[src/rtl/nor_cmd_sequencer_if.sv]
// Request/status and Wishbone-write bundle of the NOR command sequencer.
// The slave modport is the sequencer's own view; master is the client/bus-controller side.
interface nor_cmd_sequencer_if #(
    parameter int ADDRBITS  = 26,
    parameter int DATABITS  = 16,
    parameter int TIMEOUT_W = 24
);
    logic                 req_valid_i;
    logic                 req_ready_o;
    logic [1:0]           req_op_i;
    logic [ADDRBITS-1:0]  req_addr_i;
    logic [DATABITS-1:0]  req_data_i;
    logic [TIMEOUT_W-1:0] cfg_timeout_i;
    logic                 busy_o;
    logic                 done_o;
    logic [1:0]           status_o;
    logic                 wb_cyc_o;
    logic                 wb_stb_o;
    logic                 wb_we_o;
    logic [ADDRBITS-1:0]  wb_adr_o;
    logic [DATABITS-1:0]  wb_dat_o;
    logic                 wb_ack_i;
    logic                 nor_ry_i;

    modport slave (
        input  req_valid_i, req_op_i, req_addr_i, req_data_i, cfg_timeout_i,
        input  wb_ack_i, nor_ry_i,
        output req_ready_o, busy_o, done_o, status_o,
        output wb_cyc_o, wb_stb_o, wb_we_o, wb_adr_o, wb_dat_o
    );

    modport master (
        output req_valid_i, req_op_i, req_addr_i, req_data_i, cfg_timeout_i,
        output wb_ack_i, nor_ry_i,
        input  req_ready_o, busy_o, done_o, status_o,
        input  wb_cyc_o, wb_stb_o, wb_we_o, wb_adr_o, wb_dat_o
    );
endinterface

[src/rtl/nor_cmd_sequencer.sv]
// Issues JEDEC program/erase/reset command writes to the NOR bus controller over Wishbone,
// then waits on the synchronised RY/BY# pin (with optional busy timeout) and reports status.
module nor_cmd_sequencer #(
    parameter int ADDRBITS  = 26,
    parameter int DATABITS  = 16,
    parameter int TIMEOUT_W = 24,
    parameter int BLANK_CYC = 4
) (
    input logic                clk_i,
    input logic                reset_ni,
    nor_cmd_sequencer_if.slave bus
);
    localparam logic [1:0] OP_PROG = 2'b00;
    localparam logic [1:0] OP_SECT = 2'b01;
    localparam logic [1:0] OP_RST  = 2'b11;
    localparam int BLANK_W = (BLANK_CYC > 1) ? $clog2(BLANK_CYC) : 1;
    localparam int CMD_W   = ADDRBITS + DATABITS;

    typedef enum logic [2:0] {S_IDLE, S_WR, S_GAP, S_BLANK, S_POLL, S_DONE} state_t;

    state_t               state;
    logic [1:0]           op_r;
    logic [ADDRBITS-1:0]  addr_r;
    logic [DATABITS-1:0]  data_r;
    logic [2:0]           idx;
    logic                 abort;
    logic [TIMEOUT_W-1:0] tcnt;
    logic [BLANK_W-1:0]   bcnt;
    logic                 ry_p0, ry_s;
    logic                 cyc_r, busy_r, done_r;
    logic [1:0]           status_r;
    logic [ADDRBITS-1:0]  adr_r;
    logic [DATABITS-1:0]  dat_r;
    logic                 accept;
    logic                 tmo_hit;

    // Command word (address, data) for write number idx of a sequence.
    function automatic logic [CMD_W-1:0] cmd_word(input logic [1:0]          op,
                                                  input logic [2:0]          i,
                                                  input logic [ADDRBITS-1:0] addr,
                                                  input logic [DATABITS-1:0] data);
        logic [ADDRBITS-1:0] a;
        logic [DATABITS-1:0] d;
        a = ADDRBITS'(12'h555);
        d = DATABITS'(8'hAA);
        case (i)
            3'd0: ;
            3'd1: begin a = ADDRBITS'(12'h2AA); d = DATABITS'(8'h55); end
            3'd2: d = (op == OP_PROG) ? DATABITS'(8'hA0) : DATABITS'(8'h80);
            3'd3: if (op == OP_PROG) begin a = addr; d = data; end
            3'd4: begin a = ADDRBITS'(12'h2AA); d = DATABITS'(8'h55); end
            default: begin
                if (op == OP_SECT) begin a = addr; d = DATABITS'(8'h30); end
                else               d = DATABITS'(8'h10);
            end
        endcase
        if (op == OP_RST) begin
            a = '0;
            d = DATABITS'(8'hF0);
        end
        return {a, d};
    endfunction

    function automatic logic [2:0] last_idx(input logic [1:0] op);
        case (op)
            OP_PROG: return 3'd3;
            OP_RST:  return 3'd0;
            default: return 3'd5;
        endcase
    endfunction

    function automatic logic [TIMEOUT_W-1:0] sat_inc(input logic [TIMEOUT_W-1:0] v);
        return (&v) ? v : v + TIMEOUT_W'(1);
    endfunction

    assign accept  = (state == S_IDLE) && ry_s && bus.req_valid_i;
    assign tmo_hit = (bus.cfg_timeout_i != '0) && (tcnt == bus.cfg_timeout_i);

    // ---- RY/BY# synchroniser: ry_p0 -> ry_s ----
    always_ff @(posedge clk_i or negedge reset_ni) begin
        if (!reset_ni) begin
            ry_p0 <= 1'b0;
            ry_s  <= 1'b0;
        end else begin
            ry_p0 <= bus.nor_ry_i;
            ry_s  <= ry_p0;
        end
    end

    // Request payload is only ever read after acceptance, so it needs no reset.
    always_ff @(posedge clk_i) begin
        if (accept) begin
            op_r   <= bus.req_op_i;
            addr_r <= bus.req_addr_i;
            data_r <= bus.req_data_i;
        end
    end

    // ---- sequencer FSM ----
    always_ff @(posedge clk_i or negedge reset_ni) begin
        if (!reset_ni) begin
            state    <= S_IDLE;
            idx      <= '0;
            abort    <= 1'b0;
            tcnt     <= '0;
            bcnt     <= '0;
            cyc_r    <= 1'b0;
            busy_r   <= 1'b0;
            done_r   <= 1'b0;
            status_r <= 2'b00;
            adr_r    <= '0;
            dat_r    <= '0;
        end else begin
            done_r <= 1'b0;
            case (state)
                S_IDLE: begin
                    if (accept) begin
                        idx            <= '0;
                        abort          <= 1'b0;
                        status_r       <= 2'b00;
                        busy_r         <= 1'b1;
                        {adr_r, dat_r} <= cmd_word(bus.req_op_i, 3'd0, bus.req_addr_i, bus.req_data_i);
                        cyc_r          <= 1'b1;
                        state          <= S_WR;
                    end
                end
                S_WR: begin
                    if (bus.wb_ack_i) begin
                        cyc_r <= 1'b0;
                        if (abort || op_r == OP_RST) begin
                            state    <= S_DONE;
                            done_r   <= 1'b1;
                            status_r <= abort ? 2'b01 : 2'b00;
                        end else if (idx == last_idx(op_r)) begin
                            state <= S_BLANK;
                            bcnt  <= '0;
                            tcnt  <= '0;
                        end else begin
                            idx   <= idx + 3'd1;
                            state <= S_GAP;
                        end
                    end
                end
                S_GAP: begin
                    {adr_r, dat_r} <= cmd_word(op_r, idx, addr_r, data_r);
                    cyc_r          <= 1'b1;
                    state          <= S_WR;
                end
                S_BLANK, S_POLL: begin
                    // Ready beats a coincident timeout.
                    if (state == S_POLL && ry_s) begin
                        state    <= S_DONE;
                        done_r   <= 1'b1;
                        status_r <= 2'b00;
                    end else if (tmo_hit) begin
                        abort          <= 1'b1;
                        {adr_r, dat_r} <= cmd_word(OP_RST, 3'd0, '0, '0);
                        cyc_r          <= 1'b1;
                        state          <= S_WR;
                    end else begin
                        tcnt <= sat_inc(tcnt);
                        if (state == S_BLANK) begin
                            if (bcnt == BLANK_W'(BLANK_CYC - 1)) state <= S_POLL;
                            else                                 bcnt  <= bcnt + BLANK_W'(1);
                        end
                    end
                end
                S_DONE: begin
                    busy_r <= 1'b0;
                    state  <= S_IDLE;
                end
                default: state <= S_IDLE;
            endcase
        end
    end

    assign bus.req_ready_o = (state == S_IDLE) && ry_s;
    assign bus.busy_o      = busy_r;
    assign bus.done_o      = done_r;
    assign bus.status_o    = status_r;
    assign bus.wb_cyc_o    = cyc_r;
    assign bus.wb_stb_o    = cyc_r;
    assign bus.wb_we_o     = cyc_r;
    assign bus.wb_adr_o    = adr_r;
    assign bus.wb_dat_o    = dat_r;
endmodule

[src/flat_wrapper.sv]
// flat-port wrapper written by rule: the top's interface ports become plain ports
module nor_cmd_sequencer_flat 
#(
    parameter int ADDRBITS  = 26,
    parameter int DATABITS  = 16,
    parameter int TIMEOUT_W = 24,
    parameter int BLANK_CYC = 4
)
  (clk_i, reset_ni, bus_req_valid_i, bus_req_op_i, bus_req_addr_i, bus_req_data_i, bus_cfg_timeout_i, bus_wb_ack_i, bus_nor_ry_i, bus_req_ready_o, bus_busy_o, bus_done_o, bus_status_o, bus_wb_cyc_o, bus_wb_stb_o, bus_wb_we_o, bus_wb_adr_o, bus_wb_dat_o);
  nor_cmd_sequencer_if #(.ADDRBITS(ADDRBITS), .DATABITS(DATABITS), .TIMEOUT_W(TIMEOUT_W)) bus_i ();
  input logic clk_i;
  input logic reset_ni;
  input wire logic [$bits(bus_i.req_valid_i)-1:0] bus_req_valid_i;
  input wire logic [$bits(bus_i.req_op_i)-1:0] bus_req_op_i;
  input wire logic [$bits(bus_i.req_addr_i)-1:0] bus_req_addr_i;
  input wire logic [$bits(bus_i.req_data_i)-1:0] bus_req_data_i;
  input wire logic [$bits(bus_i.cfg_timeout_i)-1:0] bus_cfg_timeout_i;
  input wire logic [$bits(bus_i.wb_ack_i)-1:0] bus_wb_ack_i;
  input wire logic [$bits(bus_i.nor_ry_i)-1:0] bus_nor_ry_i;
  output wire logic [$bits(bus_i.req_ready_o)-1:0] bus_req_ready_o;
  output wire logic [$bits(bus_i.busy_o)-1:0] bus_busy_o;
  output wire logic [$bits(bus_i.done_o)-1:0] bus_done_o;
  output wire logic [$bits(bus_i.status_o)-1:0] bus_status_o;
  output wire logic [$bits(bus_i.wb_cyc_o)-1:0] bus_wb_cyc_o;
  output wire logic [$bits(bus_i.wb_stb_o)-1:0] bus_wb_stb_o;
  output wire logic [$bits(bus_i.wb_we_o)-1:0] bus_wb_we_o;
  output wire logic [$bits(bus_i.wb_adr_o)-1:0] bus_wb_adr_o;
  output wire logic [$bits(bus_i.wb_dat_o)-1:0] bus_wb_dat_o;
  assign bus_i.req_valid_i = bus_req_valid_i;
  assign bus_i.req_op_i = bus_req_op_i;
  assign bus_i.req_addr_i = bus_req_addr_i;
  assign bus_i.req_data_i = bus_req_data_i;
  assign bus_i.cfg_timeout_i = bus_cfg_timeout_i;
  assign bus_i.wb_ack_i = bus_wb_ack_i;
  assign bus_i.nor_ry_i = bus_nor_ry_i;
  assign bus_req_ready_o = bus_i.req_ready_o;
  assign bus_busy_o = bus_i.busy_o;
  assign bus_done_o = bus_i.done_o;
  assign bus_status_o = bus_i.status_o;
  assign bus_wb_cyc_o = bus_i.wb_cyc_o;
  assign bus_wb_stb_o = bus_i.wb_stb_o;
  assign bus_wb_we_o = bus_i.wb_we_o;
  assign bus_wb_adr_o = bus_i.wb_adr_o;
  assign bus_wb_dat_o = bus_i.wb_dat_o;
  nor_cmd_sequencer #(.ADDRBITS(ADDRBITS), .DATABITS(DATABITS), .TIMEOUT_W(TIMEOUT_W), .BLANK_CYC(BLANK_CYC)) u_core (.clk_i(clk_i), .reset_ni(reset_ni), .bus(bus_i));
endmodule
[config.mk]
export PLATFORM = sky130hd
export DESIGN_NAME = nor_cmd_sequencer_flat
export DESIGN_NICKNAME = d
export VERILOG_FILES = /design/src/rtl/nor_cmd_sequencer_if.sv /design/src/rtl/nor_cmd_sequencer.sv /design/src/flat_wrapper.sv
export SDC_FILE = /design/constraint.sdc
export NUM_CORES = 1
export LEC_CHECK = 0
export BUFFER_PORTS_ARGS = -buffer_cell sky130_fd_sc_hd__buf_2
export CORE_MARGIN = 5
export CORE_UTILIZATION = 55
export DETAILED_ROUTE_END_ITERATION = 7
export HOLD_SLACK_MARGIN = 0.08
export PLACE_DENSITY = 0.9
export SKIP_CTS_REPAIR_TIMING = 1
export SYNTH_ARGS = -nofsm -noshare
export SYNTH_HDL_FRONTEND = slang
export SYNTH_SLANG_ARGS = --single-unit
[constraint.sdc]
create_clock -name clk_i -period 2.9 [get_ports clk_i]
set_clock_uncertainty 0.2 [all_clocks]
set_input_delay 0 -clock clk_i [delete_from_list [all_inputs] [get_ports clk_i]]
set_output_delay 0 -clock clk_i [all_outputs]
set_load 0.02 [all_outputs]
==> results of run 1 <==
-- cell type report --
cell class,instances,area [um^2]
Inverter,12,45.04
Timing Repair Buffer,237,1737
Antenna cell,1,2.502
Multi-Input combinational cell,337,2315
Tap cell,136,170.2
Clock buffer,17,414.1
Sequential cell,125,3348
Fill cell,526,2118
Clock inverter,15,173.9
-- state kept, by name, indices dropped and copies added (netlist names) --
name and count:
u_core.bus.busy_o 1, u_core.addr_r 26, u_core.idx 3, u_core.bcnt 2, u_core.bus.status_o 1, u_core.ry_s 1, u_core.op_r 2, u_core.state 3
u_core.ry_p0 1, u_core.bus.wb_adr_o 26, u_core.data_r 16, u_core.bus.done_o 1, u_core.bus.wb_cyc_o 1, u_core.tcnt 24, u_core.bus.wb_dat_o 16, u_core.abort 1
-- path summary, 6_finish.rpt --
kind	startpoint	end	cells after the start
max	u_core.idx[0]$_DFFE_PN0P_	u_core.bus.wb_adr_o[2]$_DFFE_PN0P_	8
min	reset_ni	u_core.tcnt[19]$_DFFE_PN0P_	2
max reg2reg	u_core.idx[0]$_DFFE_PN0P_	u_core.bus.wb_adr_o[2]$_DFFE_PN0P_	8
min reg2reg	u_core.ry_p0$_DFF_PN0_	u_core.ry_s$_DFF_PN0_	0
max in group asynchronous	reset_ni	u_core.bus.status_o[0]$_DFFE_PN0P_	2
min in group clk_i	bus_cfg_timeout_i[17]	u_core.state[1]$_DFFE_PN0P_	7
-- cell families (layout without fill, tap and decap cells) --
logic type	Yosys count	count (layout)	share of synthesized area
AO/OA/AOI/OAI	140	140	0.1782
XOR/XNOR	27	27	0.04052
adder cells (fa/ha/maj)	10	10	0.02144
buffers and inverters	42	281	0.03323
flip-flops	125	125	0.5738
multiplexers	14	14	0.02659
other	1	2	0.0006426
AND/OR/NAND/NOR	145	145	0.1256
-- critical path, stage by stage (launching register included) --
cell and delay (ns):
dfrtp_1 0.48, inv_1 0.12, ha_1 0.27, nor2_1 0.18, nor2_1 0.14, o311ai_0 0.70
buf_4 0.26, o21ai_0 0.16, mux2_1 0.37
-- routing by layer --
metal,up-vias,part of all wire,track usage
li1,2346,-,-
met1,2719,0.34,0.3018
met2,443,0.49,0.4024
met3,129,0.099,0.05882
met4,0,0.071,0.1042
met5,-,0,0
-- cell usage after synthesis (all sizes together), types with 2 or more instances --
library cell	number	area share
and3	5	0.0054
ha	10	0.021
nand2b	11	0.012
nand2	40	0.026
o21ai	33	0.028
a31oi	8	0.0086
or3	4	0.0051
a22o	24	0.036
nor2b	5	0.0054
clkbuf	13	0.0084
a2bb2oi	2	0.0041
a21oi	14	0.012
nand4	4	0.0043
xor2	26	0.039
mux2i	2	0.0034
mux2	12	0.023
dfrtp	81	0.35
o31ai	27	0.035
inv	11	0.0071
o41ai	5	0.011
nor2	36	0.024
o211ai	2	0.0026
a211oi	3	0.0039
nor4	14	0.016
nor3	8	0.0094
o221ai	2	0.0030
a221o	7	0.012
or2	2	0.0021
buf	17	0.017
a32o	2	0.0034
nand3	13	0.012
edfxtp	44	0.23
-- power by group through the flow --
stage | clock, mW | combinational (mW) | sequential (mW)
finish | 2.21 | 2.51 | 2.71
global route | 2.29 | 2.66 | 2.74
CTS | 2.14 | 2.23 | 2.63
detailed placement | 0 | 2.18 | 2.64
global placement | 0 | 2.10 | 2.63
floorplan | 0 | 1.31 | 2.73
-- through the flow --
step	util	setup WS, ns	std cells	cell area, um^2
6_report	0.7948	-0.1112	880	8205
5_1_grt	0.7948	-0.1445	880	8205
4_1_cts	0.7039	0.1205	786	7267
3_5_place_dp	0.6470	0.1527	754	6679
3_3_place_gp	0.6470	0.1975	754	6679
2_1_floorplan	-	0.1248	504	5836
==> metrics, run 1 <==
layout cells sized above 1 0.2692; Max IR drop VDD approximately 0.62 mV; Clk pwr share 0.297; Initial Util 0.5653; total CTS buffers 17; Sink Count 125; synthesized flop and latch total 125; Avg Cell Area, Syn 11.58 um^2; Critical Path Sink Type flip-flop; Worst-path clk slew around 0.070 ns; synth unique cells 62; GRT Total Usage 0.2418; most frequent cells in the layout buf_2, dlygate4sd3_1, dfrtp_1, edfxtp_1, nand2_1; buffers added on ports roughly 120; first-pass GRT wire length between 20 and 25 mm; Synth Instances 504; largest net degree at the start of global routing 82; most common cell after layout, fill and taps aside buf_2; fin crit share 1.038; number of global-route vias before repair around 5000; Die H about 110 um; clk_lat worst skew 0.54 ns; CP Max Fanout 6; DP HPWL around 10 mm; pin slew with the least headroom to its limit around 1.1 ns; Critical Path RT just over 3 ns; async set or reset register ratio after synthesis 0.6480; sw frac 0.3994; die width approximately 110 um; via count between 5000 and 6000; PnR worst setup slack -0.1112 ns; DRT Pass-1 Iters 6; CP Class reg2reg; CTS tree built; NetSw 2.965 mW; logic gate share of total power 0.338; core area between 0.01 and 0.015 mm^2; setup TNS -0.2246 ns; Yosys warnings 0; R2R Setup Slk -0.11 ns; fmax about 330 MHz; arrival time at the worst endpoint approximately 3.2 ns; CP startpoint kind flip-flop; PD cells 904.8 mW/mm^2; H-tree depth 4; failing checks negative setup slack; Post-synth EDFFs 44; Pleak ~3.6 nW; register share of total power 0.365; total I/O pin count approximately 120; 1st-iter DRT viols approximately 740; nets between 800 and 900; aggregate routed wire length 21.22 mm; GR Overflow Total 0; relative slew slack 0.2861; Final min period 3.011 ns; antenna violations before repair 1; clk buf depth 2; mapped cell area just under 0.006 mm^2; top_reg_cell synth dfrtp_1; Vias/cell between 6 and 7; wire per inst around 24 um; hold_ws about 0.0016 ns; ANT nets after route 0; setup violators final 4; die area around 0.013 mm^2; syn_nets 587; Remaining DRCs 0; max-slew violations 0; GP Congestion 1.033; Root Buffer clkbuf_8; Cell Int Power 4.459 mW; Tot Pwr approximately 7.4 mW; Area Growth Syn to Fin 40.61%; status finished with violations; Seq/Total Area, Yosys 0.5738; number of max-cap violations 0; endpoints failing hold 0; Worst Hold Class in2async; # rows 37
No activity file was read; power rests on OpenSTA's default activity.
==> run 2: changes to the inputs <==
MAX_ROUTING_LAYER = met4   (was not set)
==> metrics, run 2 (same netlist as run 1, synthesis figures left out) <==
PnR worst setup slack -0.09662 ns (was -0.1112 ns); max-slew violations 0 (unchanged); Remaining DRCs 0 (unchanged); CP Max Fanout 6 (unchanged); layout cells sized above 1 0.2694 (was 0.2692); # rows 37 (unchanged); GP Congestion 0.9554 (was 1.033); pin slew with the least headroom to its limit 1.056 ns (was 1.071 ns); arrival time at the worst endpoint 3.26 ns (was 3.21 ns); Worst Path Buf+Inv 1 (was 2); Critical Path Sink Type flip-flop (unchanged); ANT nets after route 0 (unchanged); Root Buffer clkbuf_8 (unchanged); area post-placement 0.006714 mm^2 (was 0.006679 mm^2); relative slew slack 0.2963 (was 0.2861); die area 0.01277 mm^2 (unchanged); CTS tree built (unchanged); Final min period 2.997 ns (was 3.011 ns); final core utilization 0.7918 (was 0.7948); post-route cell area 0.008174 mm^2 (was 0.008205 mm^2); CP Class reg2reg (unchanged); clk_lat worst skew 0.53 ns (was 0.54 ns); core area 0.01032 mm^2 (unchanged); aggregate routed wire length 20.81 mm (was 21.22 mm); Vias/cell 6.458 (was 6.406); Worst Hold Class in2async (unchanged); Worst-path clk slew 0.06 ns (was 0.07 ns); first-pass GRT wire length 24.59 mm (was 24.70 mm); total I/O pin count 123 (unchanged); Initial Util 0.5653 (unchanged); status finished with violations (unchanged); Multi-input gate area 0.002310 mm^2 (was 0.002315 mm^2); DP HPWL 10.23 mm (was 9.934 mm); Placed Cells 757 (was 754); Die H 113.0 um (unchanged); Register Area 0.003348 mm^2 (unchanged); 1st-iter DRT viols 823 (was 735); most common cell after layout, fill and taps aside buf_2 (unchanged); DRT Pass-1 Iters 6 (unchanged); cell repeated most along the worst path o21ai_0 (was nor2_1); number of global-route vias before repair 4911 (was 4965); CP startpoint kind flip-flop (unchanged); via count 5696 (was 5637); total CTS buffers 17 (unchanged); PD cells 880.2 mW/mm^2 (was 904.8 mW/mm^2); H-tree depth 4 (unchanged); Worst path slowest cell dfrtp_1 (was o311ai_0); Critical Path, Cell by Cell inv_1, ha_1, mux2i_1, nor2b_1, mux2_2, o21ai_0, nor2_1, o21ai_0, mux2_1 (was inv_1, ha_1, nor2_1, nor2_1, o311ai_0, buf_4, o21ai_0, mux2_1); die width 113.0 um (unchanged); clk buf depth 2 (unchanged); Pleak 3.618 nW (was 3.630 nW); most frequent cells in the layout buf_2, dlygate4sd3_1, dfrtp_1, edfxtp_1, nand2_1 (unchanged); fin crit share 1.033 (was 1.038); number of max-cap violations 0 (unchanged); slowest cell delay on critical path 0.48 ns (was 0.70 ns); Tot Pwr 7.195 mW (was 7.424 mW); setup violators final 2 (was 4); hold_ws 0.008915 ns (was 0.001578 ns); fmax 333.7 MHz (was 332.1 MHz); Max IR drop VDD 0.8404 mV (was 0.6180 mV); diode count 0 (was 1); nets 816 (was 813); GRT Total Usage 0.2475 (was 0.2418); pre-CTS setup slack 0.1899 ns (was 0.1527 ns); largest net degree at the start of global routing 82 (unchanged); Critical Path RT 3.16 ns (was 3.10 ns); GR Overflow Total 0 (unchanged); final-layout fill cell count 526 (unchanged); wire per inst 23.60 um (was 24.12 um); Area Growth Syn to Fin 40.07% (was 40.61%); Sink Count 125 (unchanged); top cell family by delay on the critical path multiplexers (was compound AO/OA/AOI/OAI gates); antenna violations before repair 0 (was 1); buffers added on ports 121 (unchanged); endpoints failing hold 0 (unchanged); final non-filler cell total 882 (was 880); failing checks negative setup slack (unchanged); setup TNS -0.1190 ns (was -0.2246 ns)
## run 2: cell types whose count changed in the layout (fill, tap and decap cells not counted), sizes merged
| cell | before | now |
|---|---|---|
| clkbuf | 17 | 18 |
| buf | 144 | 147 |
| diode | 1 | 0 |
| inv | 19 | 18 |
| clkinvlp | 1 | 3 |
| bufinv | 2 | 0 |
## run 2: layout make-up
| type | count | area share |
|---|---|---|
| inverter | 12 | 0.005510 |
| multi-input combinational | 337 | 0.2826 |
| sequential | 125 | 0.4096 |
| clock inverter | 14 | 0.01362 |
| tap | 136 | 0.02082 |
| timing repair buffer | 240 | 0.2167 |
| clock buffer | 18 | 0.05113 |
## run 2: per-layer routing
metal / share of wire / track usage
met4: 0.068 / 0.08333
met2: 0.49 / 0.3977
met5: 0 / -
met3: 0.10 / 0.04973
met1: 0.34 / 0.3165
## run 2: final timing paths
kind	startpoint	endpoint	slack, ns	cells past startpoint
worst max-delay path	u_core.idx[0]$_DFFE_PN0P_	u_core.bus.wb_adr_o[4]$_DFFE_PN0P_	-0.1	9
worst min-delay path	reset_ni	u_core.tcnt[20]$_DFFE_PN0P_	0.009	2
worst max register to register	u_core.idx[0]$_DFFE_PN0P_	u_core.bus.wb_adr_o[4]$_DFFE_PN0P_	-0.1	9
worst min register to register	u_core.ry_p0$_DFF_PN0_	u_core.ry_s$_DFF_PN0_	0.16	0
max in group asynchronous	reset_ni	u_core.bus.wb_adr_o[23]$_DFFE_PN0P_	1.81	2
min in group clk_i	bus_cfg_timeout_i[12]	u_core.state[2]$_DFFE_PN0P_	0.05	7
## run 2: power breakdown
part	switching [mW]	leakage (nW)	internal, mW
Combinational	1.53	1.90	0.981
Sequential	0.451	1.47	2.25
Clock	0.920	0.257	1.07
Total	2.90	3.62	4.30
